`config.mk`:
```
export PLATFORM = sky130hd
export DESIGN_NAME = router_fsm_np
export DESIGN_NICKNAME = d
export VERILOG_FILES = /design/src/rtl/router_pkg.sv /design/src/rtl/router_wait_timer.sv /design/src/rtl/router_fsm_np.sv
export SDC_FILE = /design/constraint.sdc
export NUM_CORES = 1
export LEC_CHECK = 0
export ABC_AREA = 1
export CORE_UTILIZATION = 52
export DETAILED_ROUTE_END_ITERATION = 6
export GPL_TIMING_DRIVEN = 1
export PLACE_DENSITY_LB_ADDON = 0.1
export SKIP_LAST_GASP = 1
export SLEW_MARGIN = 20
export SYNTH_ARGS = -nofsm -noshare
export SYNTH_HDL_FRONTEND = slang
export SYNTH_SLANG_ARGS = --single-unit
```
`constraint.sdc`:
```
create_clock -name clock -period 4.81 [get_ports clock]
set_clock_uncertainty 0.2 [all_clocks]
set_input_delay 1.443 -clock clock [delete_from_list [all_inputs] [get_ports clock]]
set_output_delay 1.443 -clock clock [all_outputs]
set_load 0.03 [all_outputs]
```
`src/rtl/router_pkg.sv`:
```
// Shared state encoding and parameter defaults for the packet router control FSM.
package router_pkg;

    localparam int NUM_PORTS_DEF = 3;
    localparam int ADDR_W_DEF    = 2;
    localparam int WAIT_MAX_DEF  = 255;

    typedef enum logic [3:0] {
        S_DA   = 4'd0,
        S_LFD  = 4'd1,
        S_LD   = 4'd2,
        S_FFS  = 4'd3,
        S_LAF  = 4'd4,
        S_LP   = 4'd5,
        S_CPE  = 4'd6,
        S_WTE  = 4'd7,
        S_DROP = 4'd8
    } state_t;

endpackage

```
`src/rtl/router_wait_timer.sv`:
```
// Counts cycles spent waiting for a destination FIFO to drain; expire fires on the
// enabled cycle that completes WAIT_MAX waiting cycles (WAIT_MAX = 0 never expires).
module router_wait_timer #(
    parameter int WAIT_MAX = 255
) (
    input  logic clock,
    input  logic resetn,
    input  logic clear,
    input  logic enable,
    output logic expire
);

    localparam int CW = (WAIT_MAX > 1) ? $clog2(WAIT_MAX) : 1;
    localparam logic [CW-1:0] LAST = CW'((WAIT_MAX > 0) ? WAIT_MAX - 1 : 0);

    logic [CW-1:0] count;

    assign expire = enable && (WAIT_MAX != 0) && (count == LAST);

    always_ff @(posedge clock or negedge resetn) begin
        if (!resetn)
            count <= '0;
        else if (clear || expire)
            count <= '0;
        else if (enable)
            count <= count + 1'b1;
    end

endmodule

```
`src/rtl/router_fsm_np.sv`:
```
// Router control FSM: decodes the header, sequences FIFO loading around full/parity
// events, waits for a busy destination to drain and drops unroutable packets.
module router_fsm_np
    import router_pkg::*;
#(
    parameter int NUM_PORTS = NUM_PORTS_DEF,
    parameter int ADDR_W    = ADDR_W_DEF,
    parameter int WAIT_MAX  = WAIT_MAX_DEF
) (
    input  logic                 clock,
    input  logic                 resetn,
    input  logic                 pkt_valid,
    input  logic [ADDR_W-1:0]    data_in,
    input  logic                 fifo_full,
    input  logic [NUM_PORTS-1:0] fifo_empty,
    input  logic [NUM_PORTS-1:0] soft_reset,
    input  logic                 parity_done,
    input  logic                 low_packet_valid,
    output logic                 write_enb_reg,
    output logic                 detect_add,
    output logic                 lfd_state,
    output logic                 laf_state,
    output logic                 ld_state,
    output logic                 full_state,
    output logic                 rst_int_reg,
    output logic                 busy,
    output logic                 drop_pkt,
    output logic [ADDR_W-1:0]    dest_addr,
    output logic                 wait_timeout
);

    localparam int NA = 2 ** ADDR_W;

    state_t state, next;
    logic   timeout_d, expire, addr_ok;

    // Widened so any address indexes safely; nonexistent ports read as not-empty / no reset.
    logic [NA-1:0] empty_ext, srst_ext;
    assign empty_ext = NA'(fifo_empty);
    assign srst_ext  = NA'(soft_reset);
    assign addr_ok   = 32'(data_in) < NUM_PORTS;

    router_wait_timer #(.WAIT_MAX(WAIT_MAX)) u_wait (
        .clock  (clock),
        .resetn (resetn),
        .clear  (state != S_WTE),
        .enable ((state == S_WTE) && !empty_ext[dest_addr]),
        .expire (expire)
    );

    always_ff @(posedge clock or negedge resetn) begin
        if (!resetn) begin
            state        <= S_DA;
            dest_addr    <= '0;
            wait_timeout <= 1'b0;
        end else begin
            state        <= next;
            wait_timeout <= timeout_d;
            if (state == S_DA && pkt_valid)
                dest_addr <= data_in;
        end
    end

    always_comb begin
        next      = state;
        timeout_d = 1'b0;
        case (state)
            S_DA:
                if (pkt_valid) begin
                    if (!addr_ok)                 next = S_DROP;
                    else if (empty_ext[data_in])  next = S_LFD;
                    else                          next = S_WTE;
                end
            S_LFD:  next = S_LD;
            S_LD:
                if (fifo_full)       next = S_FFS;
                else if (!pkt_valid) next = S_LP;
            S_FFS:
                if (!fifo_full)      next = S_LAF;
            S_LAF:
                if (parity_done)           next = S_DA;
                else if (low_packet_valid) next = S_LP;
                else                       next = S_LD;
            S_LP:   next = S_CPE;
            S_CPE:  next = fifo_full ? S_FFS : S_DA;
            S_WTE:
                if (empty_ext[dest_addr]) next = S_LFD;
                else if (expire) begin
                    next      = S_DROP;
                    timeout_d = 1'b1;
                end
            S_DROP:
                if (!pkt_valid) next = S_DA;
            default: next = S_DA;
        endcase
        // A soft reset of the active port aborts the packet from any busy state.
        if (state != S_DA && srst_ext[dest_addr]) begin
            next      = S_DA;
            timeout_d = 1'b0;
        end
    end

    assign detect_add    = (state == S_DA);
    assign lfd_state     = (state == S_LFD);
    assign ld_state      = (state == S_LD);
    assign laf_state     = (state == S_LAF);
    assign full_state    = (state == S_FFS);
    assign rst_int_reg   = (state == S_CPE);
    assign drop_pkt      = (state == S_DROP);
    assign write_enb_reg = (state == S_LD) || (state == S_LP) || (state == S_LAF);
    assign busy          = (state != S_DA) && (state != S_LD);

endmodule

```
==> summary.md <==
| Metric | Value |
|---|---|
| Status | `finished, final reports clean` |
| Worst min path class | `flip-flop to flip-flop` |
| Die height | `between 40 and 50 um` |
| Distinct cell type count after synthesis | `19` |
| Worst hold path depth | `2` |
| Dominant cell type by area after synthesis | `sky130_fd_sc_hd__dfrtp_1` |
| Number of top-level pins | `26` |
| Cell types with the highest counts after synthesis | `sky130_fd_sc_hd__nand2_1 (52), sky130_fd_sc_hd__inv_1 (24), sky130_fd_sc_hd__nor2_1 (21), sky130_fd_sc_hd__nand3_1 (20), sky130_fd_sc_hd__dfrtp_1 (15)` |
| Power density of the placed cells | `476 nW/um^2` |
| Combinational family with the most area after synthesis | `simple AND/OR/NAND/NOR gates` |
| Root buffer cell | `sky130_fd_sc_hd__clkbuf_4` |
| Initial antenna violation count | `0` |
| Max frequency | `269 MHz` |
| Cts hold-fix bufs | `0` |
| Top area cells in the synthesized netlist | `sky130_fd_sc_hd__dfrtp_1 (34%), sky130_fd_sc_hd__nand2_1 (18%), sky130_fd_sc_hd__nand3_1 (9.2%)` |
| Synthesized-area fraction occupied by and/or/nand/nor cells | `a little under half` |
| Portion of netlist area occupied by mux cells | `0%` |
| Async S/R FF share, synth | `100%` |
| Share of Yosys cell area claimed by the top area cell type | `between 30% and 40%` |
| Post-synth EDFFs | `0` |
| Post-detailed-route count of antenna-violating nets | `0` |
| Share of synthesized area occupied by flip-flops and latches | `about a third` |
| Setup Viol. Count Final | `0` |
| Number of cell instances on the worst register-to-register path | `11` |
| TritonCTS clock tree | `yes` |
| # resized after CTS | `0` |
| Fraction of the mapped netlist area in adder cells | `under 10%` |
| Standard-cell rows | `16` |
| Net count after synthesis | `between 150 and 200` |
| Xor and xnor fraction of the mapped netlist area | `under 10%` |
| Total routing usage reported by global routing | `between 20% and 30%` |
| Cells after synthesis | `roughly 170` |
| Sequential cell area | `roughly 380 um^2` |
| Total via count after detailed routing | `about 1200` |
| Number of fillers in the final layout | `~170` |
| Clock-pin slew on the worst setup and hold paths | `roughly 90 ps` |
| Final instance count without filler cells | `229` |
| Warnings, synthesis | `0` |
| Total clock buffers created by CTS | `3` |
| Synthesis-to-layout area growth | `28.4%` |
| Sum Neg Setup Slack | `0 ps` |
| Flip-flop and latch count after synthesis | `15` |
| Worst Path Class, Setup | `flip-flop to output port` |
| Compound-Gate Fraction of Synth Area | `~6.1%` |
| Combined area of all synthesized cells | `1090 um^2` |
| Count of H-tree levels built during CTS | `1` |
| Final clock period utilization by the worst path | `roughly 77%` |
| Worst relative slew slack | `54.5%` |
| Required time of the critical path | `3170 ps` |
| Number of nets in the final layout | `between 200 and 250` |
| Sum of overflow across all layers after global routing | `0` |
| Antenna cells | `0` |
| Routed vias/inst | `approximately 5.3` |
| Primary flip-flop cell chosen by synthesis mapping | `sky130_fd_sc_hd__dfrtp_1` |
| Crit Path Max Fanout | `7` |
| Category of the worst setup path capture point | `output port` |
| Area of combinational cells with multiple inputs | `607 um^2` |
| Final number of max-transition violations | `0` |
| RSZ-0062 raised after global routing | `no` |
| Final Hold Viols | `0` |
| Initial detailed-routing violation count | `26` |
| Worst-Margin Slew | `a little under 700 ps` |
| Placed Instances | `around 230` |
| Effective utilization at floorplan | `55.6%` |
| Final Wtd Congestion | `around 0.87` |
| Avg Inst Size Synth | `approximately 6.3 um^2` |
| Leakage power | `~0.70 nW` |
| Number of buffers on the longest clock path | `2` |
| Residual DRC | `0` |
| Max-cap violations | `0` |
| Largest net degree at the start of global routing | `16` |
| Average wire length per cell after detail routing | `12.5 um` |
| Via count of the first global-routing pass | `approximately 990` |
| Total power | `between 0.0006 and 0.0007 W` |
| Clk Latency, worst-skew pair | `about 280 ps` |
| Layout cell share with drive strength beyond 1 | `roughly 8.9%` |
| Core occupancy in the finished layout | `a little under three quarters` |
| Leading cell type by number of instances after synthesis | `sky130_fd_sc_hd__nand2_1` |
| Clock Sinks | `15` |
| Final wirelength | `2860 um` |
| Worst voltage drop across the vdd grid | `around 0.37 mV` |
| Final min period | `~3700 ps` |
| DRT Pass-1 Iters | `4` |
| First-pass GRT wire length | `a little over 4000 um` |
| Die width | `roughly 48 um` |
| Core region area | `between 1500 and 2000 um^2` |
| Die Footprint | `2290 um^2` |
| Total half-perimeter wirelength after legalization and detailed placement | `2320 um` |
| Post-CTS setup-driven buffer insertion count | `0` |
| Number of port buffers | `25` |
| Worst Path Arrival | `2080 ps` |
| CP Launch Type | `flip-flop` |
==> metrics by stage <==
| stage | hold WS (ps) | setup WS [ps] | instance area (um^2) |
|---|---|---|---|
| CTS | 322 | 1100 | 1400 |
| floorplan | 267 | 1830 | 1090 |
| finish | 325 | 1090 | 1400 |
| detailed placement | 309 | 1440 | 1380 |
| global route | 343 | 1030 | 1400 |
| global placement | 296 | 1520 | 1380 |
==> critical path: stages, from the launching register on <==
cell and delay, ps:
sky130_fd_sc_hd__dfrtp_1 420, sky130_fd_sc_hd__nor2_2 270, sky130_fd_sc_hd__inv_1 100, sky130_fd_sc_hd__nor2_1 260, sky130_fd_sc_hd__clkdlybuf4s50_1 740
==> per-layer routing <==
| layer | vias up | track usage [%] | part of all wire, % |
|---|---|---|---|
| met5 | - | 0 | 0 |
| met4 | 0 | 5.00 | 0.63 |
| met3 | 4 | 4.91 | 3.9 |
| met2 | 37 | 43.5 | 50 |
| met1 | 557 | 33.8 | 45 |
| li1 | 607 | - | - |
==> cell usage in the layout (no fill, tap or decap) <==
cell type and n:
sky130_fd_sc_hd__nand2_1 52, sky130_fd_sc_hd__clkdlybuf4s50_1 25, sky130_fd_sc_hd__inv_1 24, sky130_fd_sc_hd__nor2_1 21, sky130_fd_sc_hd__nand3_1 20, sky130_fd_sc_hd__dfrtp_1 15
sky130_fd_sc_hd__nand4_1 6, sky130_fd_sc_hd__inv_2 5, sky130_fd_sc_hd__nor3_1 5, sky130_fd_sc_hd__a21oi_1 5, sky130_fd_sc_hd__nor2_2 4, sky130_fd_sc_hd__o21ai_0 4
sky130_fd_sc_hd__clkbuf_4 3, sky130_fd_sc_hd__or2_2 2, sky130_fd_sc_hd__nand2_2 2, sky130_fd_sc_hd__xor2_1 2, sky130_fd_sc_hd__ha_1 2, sky130_fd_sc_hd__nor2_4 1
sky130_fd_sc_hd__a21oi_2 1, sky130_fd_sc_hd__o31ai_1 1, sky130_fd_sc_hd__o21ai_1 1, sky130_fd_sc_hd__clkbuf_1 1
==> power by group <==
part	switching (W)	total [W]	internal [W]
combinational	0.000266	0.000411	0.000145
sequential	0.0000345	0.000185	0.000150
clock	0.0000395	0.0000717	0.0000322
==> flip-flops by register name (all words and copies together), names as in the netlist <==
signal	flops
state	4
dest_addr	2
wait_timeout	1
u_wait.count	8
==> final timing paths <==
path,startpoint,end,slack [ps]
max,state[3],full_state,1090
min,u_wait.count[4],u_wait.count[4],320
max reg2reg,u_wait.count[0],state[1],2950
min reg2reg,u_wait.count[4],u_wait.count[4],320
max in group asynchronous,resetn,dest_addr[1],2610
min in group asynchronous,resetn,u_wait.count[2],1370
==> area by class of cell <==
class,count,area share (%)
Multi-Input combinational cell,129,43.3
Sequential cell,15,26.8
Timing Repair Buffer,25,17.9
Inverter,29,7.77
Tap cell,27,2.41
Clock buffer,4,1.88
==> logic make-up after synthesis <==
| group | count (synthesis) |
|---|---|
| xor+xnor | 2 |
| simple gates | 113 |
| flops | 15 |
| compound gates | 12 |
| fa+ha+maj | 2 |
| buf+inv | 29 |
Power figures use the tool's default switching activity.
